File: src/rtl/cordic_angle_sequencer.sv
`default_nettype none
// ============================================================================
//  Module      : cordic_angle_sequencer
//  Description : Walks the CORDIC iteration index and fetches one arctangent
//                word per micro-rotation from a 1-cycle registered ROM. Each
//                word is presented downstream under a valid/ack handshake.
//                A one-cycle done pulse follows the final acknowledge.
//  Revision    : 1.0  initial release
// ============================================================================
module cordic_angle_sequencer #(
    parameter int W    = 32,
    parameter int ITER = 24
) (
    input  logic         clk,
    input  logic         rst,
    input  logic         beg_seq,
    input  logic         ack_iter,
    input  logic [W-1:0] rom_data,
    output logic         rom_enable,
    output logic [4:0]   rom_address,
    output logic [W-1:0] angle_out,
    output logic [4:0]   iter_count,
    output logic         iter_valid,
    output logic         busy,
    output logic         done
);

    // Index of the final iteration; ITER is limited to 1..32 so this fits 5 bits.
    localparam logic [4:0] c_LAST_IDX = 5'(ITER - 1);

    typedef enum logic [1:0] {
        S_IDLE    = 2'd0,
        S_FETCH   = 2'd1,
        S_CAPTURE = 2'd2,
        S_PRESENT = 2'd3
    } state_t;

    state_t       r_state;
    logic         r_rom_enable;
    logic [4:0]   r_rom_address;
    logic [W-1:0] r_angle;
    logic [4:0]   r_iter_count;
    logic         r_iter_valid;
    logic         r_busy;
    logic         r_done;

    logic [4:0]   w_next_idx;

    assign w_next_idx = r_iter_count + 5'd1;

    // Sequencer: FETCH drives the ROM, CAPTURE latches its registered output,
    // PRESENT holds the word until the downstream adder acknowledges it.
    always_ff @(posedge clk) begin
        if (rst) begin
            r_state       <= S_IDLE;
            r_rom_enable  <= 1'b0;
            r_rom_address <= 5'd0;
            r_angle       <= '0;
            r_iter_count  <= 5'd0;
            r_iter_valid  <= 1'b0;
            r_busy        <= 1'b0;
            r_done        <= 1'b0;
        end else begin
            r_done <= 1'b0;
            case (r_state)
                S_IDLE: begin
                    // A start coinciding with the done pulse is dropped so a
                    // back-to-back request cannot be mistaken for a restart.
                    if (beg_seq && !r_done) begin
                        r_state       <= S_FETCH;
                        r_busy        <= 1'b1;
                        r_rom_enable  <= 1'b1;
                        r_rom_address <= 5'd0;
                        r_iter_count  <= 5'd0;
                    end
                end
                S_FETCH: begin
                    r_rom_enable <= 1'b0;
                    r_state      <= S_CAPTURE;
                end
                S_CAPTURE: begin
                    r_angle      <= rom_data;
                    r_iter_valid <= 1'b1;
                    r_state      <= S_PRESENT;
                end
                S_PRESENT: begin
                    if (ack_iter) begin
                        r_iter_valid <= 1'b0;
                        if (r_iter_count == c_LAST_IDX) begin
                            r_busy  <= 1'b0;
                            r_done  <= 1'b1;
                            r_state <= S_IDLE;
                        end else begin
                            r_iter_count  <= w_next_idx;
                            r_rom_address <= w_next_idx;
                            r_rom_enable  <= 1'b1;
                            r_state       <= S_FETCH;
                        end
                    end
                end
                default: begin
                    r_state <= S_IDLE;
                end
            endcase
        end
    end

    assign rom_enable  = r_rom_enable;
    assign rom_address = r_rom_address;
    assign angle_out   = r_angle;
    assign iter_count  = r_iter_count;
    assign iter_valid  = r_iter_valid;
    assign busy        = r_busy;
    assign done        = r_done;

endmodule
`default_nettype wire

File: config.mk
export PLATFORM = sky130hd
export DESIGN_NAME = cordic_angle_sequencer
export DESIGN_NICKNAME = d
export VERILOG_FILES = /design/src/rtl/cordic_angle_sequencer.sv
export SDC_FILE = /design/constraint.sdc
export NUM_CORES = 1
export LEC_CHECK = 0
export BUFFER_PORTS_ARGS = -buffer_cell sky130_fd_sc_hd__buf_2
export CORE_MARGIN = 10
export CORE_UTILIZATION = 30
export DETAILED_ROUTE_END_ITERATION = 7
export GPL_TIMING_DRIVEN = 0
export PLACE_DENSITY_LB_ADDON = 0.2
export SLEW_MARGIN = 25
export SYNTH_ARGS = -nofsm -noshare
export SYNTH_HDL_FRONTEND = slang
export SYNTH_SLANG_ARGS = --single-unit
export TNS_END_PERCENT = 5
File: constraint.sdc
create_clock -name clk -period 2.8 [get_ports clk]
set_clock_uncertainty 0.05 [all_clocks]
set_input_delay 0.28 -clock clk [delete_from_list [all_inputs] [get_ports clk]]
set_output_delay 0.28 -clock clk [all_outputs]
set_load 0.005 [all_outputs]
### Word level (Yosys, flattened, before mapping)

Cells that the tools add are included.

* bitwise logic cells: 2
* mux-type cells: 18
* add/subtract/negate cells: 1
* equality and inequality tests: 8
* reductions and logical operators: 12

Operator list (count)
* $mux W5: 3
* $reduce_and A4 Y1: 3
* $pmux W5 S2: 1
* $mux W1: 8
* $ne A2 B2 Y1 const B: 4
* $pmux W2 S4: 1
* $add A5 B1 Y5 const B: 1
* $eq A5 B5 Y1 const B: 1
* $eq A2 B2 Y1 const B: 2
* $mux W2: 2
* $pmux W1 S2: 2
* $reduce_and A2 Y1: 2
* $reduce_bool A2 Y1: 2
* $pmux W1 S3: 1
* $reduce_bool A3 Y1: 1
* $reduce_or A3 Y1: 1
* $eq A2 B1 Y1 const B: 1
* $logic_not A2 Y1: 1
* $not A1 Y1: 2
* $logic_and A1 B1 Y1: 1
* $logic_not A1 Y1: 1

* bits in registers: 43
* word-level logic and storage cells: 48
* output and inout port bits: 46

### Depth between registers and ports, before layout

Gate-level depths: netlist of the first run.

* depth after elaboration: 4
* gate-level depth with buffers: 6
* depth with buffers taken out: 5

### Worst setup path after synthesis of the first run

No wires, ideal clock.

* path kind: register to register
* start: reg r_state[0]
* end: reg r_iter_count[3] (netlist: iter_count[3])
* data arrival time: 1.373 ns
* path buffers: 0
* slack: 1.246 ns
* setup time: 0.132 ns
* cell stages (with the launch flop): 6
* cell sequence: dfxtp_1 inv_1 ha_1 a22o_1 a2111oi_0 o21ai_0

* cells in the longest elaborated chain, start to end: 3

RTL lines
* start: declaration: RTL line 38 `state_t r_state;`
* start signal: assignment: RTL line 55 `r_state <= S_IDLE;`
* start signal: assignment: RTL line 70 `r_state <= S_FETCH;`
* start signal: assignment: RTL line 79 `r_state <= S_CAPTURE;`
* $eq A2 B2 Y1 or $logic_not A2 Y1 (tied branches): RTL line 65 `case (r_state)`
* $ne A2 B2 Y1 (no source line) or $reduce_bool A2 Y1 (tied branches)
* $reduce_and A4 Y1 (no source line)
* end signal: assignment: RTL line 94 `r_iter_count <= w_next_idx;`
* end: declaration: RTL line 42 `logic [4:0] r_iter_count;`

Several ways; a longest one is shown, not always the timed one.
A chain may end at the register's enable or synchronous reset.

### Final worst setup path of the first run

* start: reg r_state[1]
* end: reg r_iter_count[4] (netlist: iter_count[4])

The elaborated chain is that of the path after synthesis.

==> run summary, run 1 <==
Rows = 28
R2R Path End = iter_count[4]
Post-Route WL = 4.56 mm
gr usage total = 0.0971
post-CTS setup buffers = 0
global-route wire length before repair = 7.69 mm
count of different cell masters after synthesis = 30
Critical Path RT = 2.96 ns
Synth Warn # = 0
area grow syn2layout = 32.6%
max incr delay on CP = 0.40 ns
DPL Wire Length = 3.51 mm
Via density = 4.46
min-delay src = rom_data[23]
Critical Path Source Type = register
hold path depth = 3
Hold-fix buffers, CTS = 0
H-tree Lvls = 2
post-synthesis sequential area ratio = 0.482
post-route insts no fill = 336
syn nets = 216
CTS tree = done
Post-CTS Resized = 0
Placed Cells = 329
CP Buf/Inv Count = 1
Worst EP arrival = 1.92 ns
Die W = 97.1 um
die area = 9430 sq um
crit share post-route = 0.628
final cell utilization of the core = 0.404
share of the synthesized area in the top cell type = 0.482
Num CTS Buffers = 5
Syn Inst Count = 174
Sink Count = 43
Routed Antenna Nets = 0
Max-cap violations = 0
outcome = finished clean
R2R cell count = 6
endpoint class of the critical path = register
dominant cell type by area after synthesis = dfxtp_1
fin crit period = 1.76 ns
Max Fanout on Critical Path = 9
final setup TNS = 0 ns
Main synth FF type = dfxtp_1
final hold violations = 0
hold path endpoint = angle_out[23]
vias in the first global route = 1559
Worst Tran Pin Value = 0.502 ns
register area = 861 sq um
first drt pass iteration count = 4
CP cell instances = ha_1, buf_6, nand2_1, a21oi_1, a41oi_1, a311oi_1
Hold WC Path Type = input pin to register
largest net degree at the start of global routing = 13
core area = 5850 sq um
clk slew on worst S/H paths = 0.08 ns
wire length per cell = 13.6 um
flops & latches, synth = 43
Async SR Flop Fraction = 0
Filler Cells Inserted = 628
placed inst area = 2280 sq um
syn_area_per_cell = 10.3 sq um
layout cells sized above 1 = 0.387
Initial DRC Count = 32
clk_lat worst skew = 0.29 ns
via count = 1497
reg-to-reg critical path startpoint = r_state[1]
WS Path Type = register to register
RSZ-0062 raised after global routing = no
synthesized cell area = 1780 sq um
Post-synth EDFFs = 0
leakage power = 1.14 nW
top cells by area, synth = dfxtp_1 (48%), mux2i_1 (19%), nor2_1 (7.6%)
Ports = 82
root buf cell = clkbuf_8
Starting Density = 0.305
crit path max-delay cell type = dfxtp_1
gp weighted congestion = 0.766
Finished Cell Area = 2370 sq um
slew margin rel. = 0.665
Nets = 303
Peak VDD IR = 303 uV
global route total overflow = 0
Post-route DRC = 0
# diodes = 0
initial antenna violation count = 0
setup violators final = 0
Power, Total = 1.93 mW
CTS max path bufs = 2
FMAX = 0.568 GHz
Die Span Y = 97.1 um
PD cells = 815 nW/um^2
internal reg-to-reg setup slack = 1.04 ns
Worst path top cell family by delay = compound AO/OA/AOI/OAI gates
# port buffers = 80
fin. max-slew vios = 0
multi-input logic area = 821 sq um
## state kept, by name, summed over array words and instances, names as in the netlist
register and flops:
angle_out 32, r_state 2, rom_enable 1, done 1, busy 1, iter_valid 1, iter_count 5
## metrics by stage
stage / setup slack, ns / hold WS (ns)
2_1_floorplan: 1.25 / 0.377
3_3_place_gp: 1.06 / 0.417
3_5_place_dp: 1.04 / 0.428
4_1_cts: 1.01 / 0.158
5_1_grt: 0.945 / 0.165
6_report: 1.04 / 0.168
## worst reg2reg max path, cell delays in order (launching register included)
cell      delay [ns]
dfxtp_1         0.40
ha_1            0.20
buf_6           0.14
nand2_1         0.10
a21oi_1         0.36
a41oi_1         0.17
a311oi_1        0.26
## per-layer routing
layer,vias up,part of all wire,GRT usage
met2,48,0.45,0.148
met4,0,0.014,0.0341
met5,-,0,0
met1,672,0.42,0.110
li1,771,-,-
met3,6,0.11,0.0569
## placed cells by master (no fill, tap or decap), types with 2 or more instances in the layout
| master | count |
|---|---|
| ha_1 | 6 |
| nand3_1 | 4 |
| a21oi_1 | 6 |
| o31ai_1 | 3 |
| nor3_1 | 3 |
| clkbuf_1 | 5 |
| buf_4 | 5 |
| clkbuf_8 | 6 |
| a2111oi_0 | 2 |
| buf_2 | 84 |
| inv_1 | 4 |
| mux2i_1 | 33 |
| nand2_1 | 2 |
| o21ai_0 | 2 |
| dfxtp_1 | 43 |
| nor2_1 | 36 |
| a311oi_1 | 2 |
## cell usage after synthesis (2+ instances only)
| library cell | n |
|---|---|
| dfxtp_1 | 43 |
| nor2_1 | 36 |
| mux2i_1 | 33 |
| a21oi_1 | 6 |
| ha_1 | 6 |
| buf_4 | 5 |
| clkbuf_1 | 5 |
| buf_2 | 4 |
| inv_1 | 4 |
| nand3_1 | 4 |
| nor3_1 | 3 |
| o31ai_1 | 3 |
| a2111oi_0 | 2 |
| a311oi_1 | 2 |
| nand2_1 | 2 |
| o21ai_0 | 2 |
## power by group
group | total, mW | switching, mW | leakage, nW | internal [mW]
combinational | 0.717 | 0.373 | 0.746 | 0.344
sequential | 0.812 | 0.0681 | 0.349 | 0.744
clock | 0.400 | 0.207 | 0.0470 | 0.194
## worst max path at each step
stage,from,endpoint,slack [ns],cells past startpoint
6_report,r_state[1],iter_count[4],1.04,6
3_3_place_gp,r_state[1],iter_count[4],1.06,6
4_1_cts,r_state[1],iter_count[4],1.01,6
5_1_grt,r_state[1],iter_count[4],0.95,6
3_5_place_dp,r_state[1],iter_count[4],1.04,6
2_1_floorplan,r_state[0],iter_count[3],1.25,5
## layout make-up
type,count,area share
buffer,15,0.0370
clock buffer,6,0.0349
clock inverter,1,0.00212
inverter,4,0.00635
multi-input combinational,112,0.347
sequential,43,0.364
tap,75,0.0397
timing repair buffer,80,0.169
## cell families after synthesis
logic type / count (synthesis) / share of synthesized area
muxes: 33 / 0.185
DFF: 43 / 0.482
buffers and inverters: 19 / 0.0575
and+or+nand+nor: 52 / 0.143
adders and majority gates: 6 / 0.0421
AOI/OAI and AO/OA: 21 / 0.0898
No activity file was read; power rests on OpenSTA's default activity.
==> inputs of run 2 (changes only) <==
clock period = 1.4 ns   (was 2.8 ns; I/O delays follow)
==> run summary, run 2 (synthesis gave the netlist of run 1 again) <==
Worst Tran Pin Value = 0.509 ns
CTS max path bufs = 2
gr usage total = 0.103
initial antenna violation count = 0
Hold WC Path Type = input pin to register
fin. max-slew vios = 0
Peak VDD IR = 776 uV
global-route wire length before repair = 8.15 mm
Filler Cells Inserted = 574
Post-route DRC = 0
final hold violations = 0
post-route insts no fill = 344
Die Span Y = 97.1 um
R2R cell count = 5
endpoint class of the critical path = register
most frequent cells in the layout = buf_2 (80), dfxtp_1 (39), nor2_1 (35)
PD cells = 1690 nW/um^2
clk_lat worst skew = 0.29 ns
root buf cell = clkbuf_8
WS Path Type = register to register
Via density = 4.53
layout cells sized above 1 = 0.472
Final WS setup = -0.108 ns
Rows = 28
setup violators final = 6
clk slew on worst S/H paths = 0.08 ns
CTS tree = done
Critical Path RT = 1.58 ns
crit share post-route = 1.08
first drt pass iteration count = 4
Critical Path Source Type = register
Starting Density = 0.305
vias in the first global route = 1589
DPL Wire Length = 3.71 mm
FMAX = 0.663 GHz
outcome = complete, but fails checks
global route total overflow = 0
core area = 5850 sq um
Ports = 82
Die W = 97.1 um
Sink Count = 43
hold path depth = 3
Max Fanout on Critical Path = 4
gp weighted congestion = 0.733
Routed Antenna Nets = 0
via count = 1558
gr busiest metal = met2
wire length per cell = 14.2 um
met1 GRT Util = 0.121
violated checks = negative setup slack
Initial DRC Count = 39
# port buffers = 80
H-tree Lvls = 2
Nets = 310
internal reg-to-reg setup slack = -0.11 ns
RSZ-0062 raised after global routing = yes
Global Route met3 Usage = 0.0434
most common cell after layout, fill and taps aside = buf_2
number of flip-flops in the largest register = 32
Placed Cells = 329
largest net degree at the start of global routing = 14
# diodes = 0
area grow syn2layout = 43.7%
final setup TNS = -0.294 ns
leakage power = 1.18 nW
Num CTS Buffers = 5
Worst EP arrival = 1.69 ns
fin crit period = 1.51 ns
Max-cap violations = 0
die area = 9430 sq um
slew margin rel. = 0.661
met2 usage = 0.162
Post-Route WL = 4.88 mm
run 2: timing repair:
item	4_1_cts	5_1_grt
resized for setup	19	10
hold buffers	0	0
endpoints found under the setup margin	38	37
pin swaps	5	5
setup buffers	4	5
run 2: worst max-delay path: stages, from the launching register on:
cell and delay (ns):
dfxtp_4 0.39, inv_6 0.05, ha_4 0.18, a22o_4 0.24, or4_4 0.41, a21oi_2 0.12
run 2: power breakdown:
group	switching, mW	leakage [nW]	internal (mW)
sequential	0.179	0.352	1.50
clock	0.421	0.0412	0.349
combinational	0.881	0.785	0.998
total	1.48	1.18	2.85
run 2: per-layer routing:
metal  up-vias  share of wire
li1        786              -
met1       714           0.43
met2        49           0.48
met3         9          0.082
met4         0          0.015
met5         -              0
run 2: area by class of cell:
class	count	area (sq um)	area share
Clock buffer	6	72.6	0.0283
Buffer	13	90.1	0.0351
Multi-Input combinational cell	112	918	0.358
Inverter	4	22.5	0.00878
Timing Repair Buffer	89	480	0.187
Tap cell	75	93.8	0.0366
Clock inverter	2	12.5	0.00488
Sequential cell	43	873	0.341
run 2: path summary, 6_finish.rpt:
| kind | end | start |
|---|---|---|
| hold / removal | angle_out[30] | rom_data[30] |
| hold reg to reg | angle_out[5] | angle_out[5] |
| setup reg to reg | rom_enable | r_state[0] |
| setup / recovery | rom_enable | r_state[0] |
run 2: through the flow:
step | power, mW | area [sq um] | setup WS (ns) | hold WS (ns) | utilization
finish | 4.33 | 2560 | -0.108 | 0.0258 | 0.438
global route | 4.67 | 2560 | -0.148 | 0.0241 | 0.438
CTS | 4.16 | 2470 | -0.105 | 0.0145 | 0.422
detailed placement | 3.21 | 2310 | -0.207 | 0.332 | 0.395
global placement | 3.19 | 2310 | -0.201 | 0.322 | 0.395
floorplan | 2.71 | 1810 | -0.0840 | 0.237 | -
==> inputs of run 3 (changes only) <==
CORE_MARGIN = default   (was 10)
TNS_END_PERCENT = 10   (was 5)
==> run summary, run 3 (synthesis gave the netlist of run 1 again) <==
outcome = complete, but fails checks
violated checks = negative setup slack
Die W = 79.1 um
Power, Total = 4.29 mW
clk slew on worst S/H paths = 0.08 ns
Worst Tran Pin Value = 0.516 ns
Max-cap violations = 0
Routed Antenna Nets = 0
internal power = 2.86 mW
CTS max path bufs = 2
WS Path Type = register to register
wire length per cell = 12.2 um
Initial DRC Count = 50
core area = 5610 sq um
H-tree Lvls = 2
most frequent cells in the layout = buf_2 (80), dfxtp_1 (39), nor2_1 (35)
Critical Path Source Type = register
root buf cell = clkbuf_8
fin crit period = 1.51 ns
fin. max-slew vios = 0
Sink Count = 43
Post-route DRC = 0
Die Span Y = 79.1 um
initial antenna violation count = 0
Rows = 27
global-route wire length before repair = 6.94 mm
CTS tree = done
slew margin rel. = 0.656
die area = 6260 sq um
setup violators final = 6
Hold-fix buffers, CTS = 0
via count = 1549
Filler Cells Inserted = 591
# port buffers = 80
vias in the first global route = 1453
first drt pass iteration count = 4
largest net degree at the start of global routing = 13
Worst Hold Slack = 0.0300 ns
most common cell after layout, fill and taps aside = buf_2
layout cells sized above 1 = 0.459
Num CTS Buffers = 5
leakage power = 1.19 nW
area grow syn2layout = 42.4%
# diodes = 0
gp weighted congestion = 0.709
Nets = 311
number of flip-flops in the largest register = 32
final hold violations = 0
global route total overflow = 0
PD cells = 1690 nW/um^2
Hold WC Path Type = input pin to register
DPL Wire Length = 3.02 mm
gr usage total = 0.143
internal reg-to-reg setup slack = -0.11 ns
sequential share of power = 0.391
FMAX = 0.661 GHz
Comb power frac = 0.432
Switching Fraction = 0.333
Psw = 1.43 mW
Via density = 4.53
Worst EP arrival = 1.68 ns
Final WS setup = -0.112 ns
Starting Density = 0.318
Max Fanout on Critical Path = 7
Ports = 82
RSZ-0062 raised after global routing = yes
clk_lat worst skew = 0.29 ns
Clk pwr share = 0.177
Post-Route WL = 4.16 mm
Critical Path RT = 1.57 ns
endpoint class of the critical path = register
Peak VDD IR = 733 uV
crit share post-route = 1.08
run 3: changes by cell type in the layout (fill, tap and decap cells not counted):
cell / previous run / this run
clkbuf_1: 6 / 7
o31ai_2: 3 / 0
o31ai_1: 0 / 3
clkinvlp_4: 1 / 0
ha_4: 4 / 3
buf_4: 13 / 14
buf_6: 3 / 2
ha_2: 0 / 1
a2111oi_0: 0 / 1
a2111oi_1: 2 / 1
buf_8: 0 / 1
run 3: path summary, 6_finish.rpt:
check	endpoint	cells after the start	from
setup / recovery	rom_enable	4	r_state[1]
setup reg to reg	rom_enable	4	r_state[1]
hold / removal	angle_out[9]	3	rom_data[9]
hold reg to reg	rom_enable	2	rom_enable
run 3: worst max-delay path, cell delays in order, from the launching register on:
cell and delay [ns]:
dfxtp_4 0.38, ha_4 0.20, a22o_4 0.29, or4_4 0.41, a21oi_2 0.11
run 3: layout make-up:
class / count / area (sq um) / share of cell area
multi-input combinational: 112 / 892 / 0.351
sequential: 43 / 873 / 0.344
timing repair buffer: 89 / 472 / 0.186
buffer: 14 / 110 / 0.0433
tap: 72 / 90.1 / 0.0355
clock buffer: 7 / 76.3 / 0.0300
inverter: 4 / 22.5 / 0.00886
clock inverter: 1 / 5.00 / 0.00197
run 3: stage by stage:
stage / worst slack (ns) / instances / util / area, sq um / TNS [ns]
2_1_floorplan: -0.0840 / 174 / - / 1820 / -0.210
3_3_place_gp: -0.197 / 326 / 0.411 / 2310 / -5.74
3_5_place_dp: -0.214 / 326 / 0.411 / 2310 / -6.22
4_1_cts: -0.117 / 342 / 0.449 / 2520 / -0.466
5_1_grt: -0.177 / 342 / 0.453 / 2540 / -2.34
6_report: -0.112 / 342 / 0.453 / 2540 / -0.400
run 3: power by group through the flow:
stage / registers [mW] / logic, mW / clock network (mW)
3_3_place_gp: 1.67 / 1.49 / 0
2_1_floorplan: 1.68 / 1.02 / 0
3_5_place_dp: 1.67 / 1.52 / 0
6_report: 1.68 / 1.85 / 0.759
5_1_grt: 1.72 / 2.04 / 0.857
4_1_cts: 1.68 / 1.80 / 0.797
run 3: timing repair:
item,in CTS,in global routing
pin swaps,5,2
setup endpoints to repair,38,41
setup buffers,9,0
gates resized for setup,20,8
run 3: per-layer routing:
layer | up-vias | global-route usage | routed length (um)
li1 | 785 | - | -
met1 | 712 | 0.176 | 1870
met3 | 6 | 0.0368 | 206
met5 | - | 0 | 0
met2 | 46 | 0.232 | 2010
met4 | 0 | 0.0673 | 70
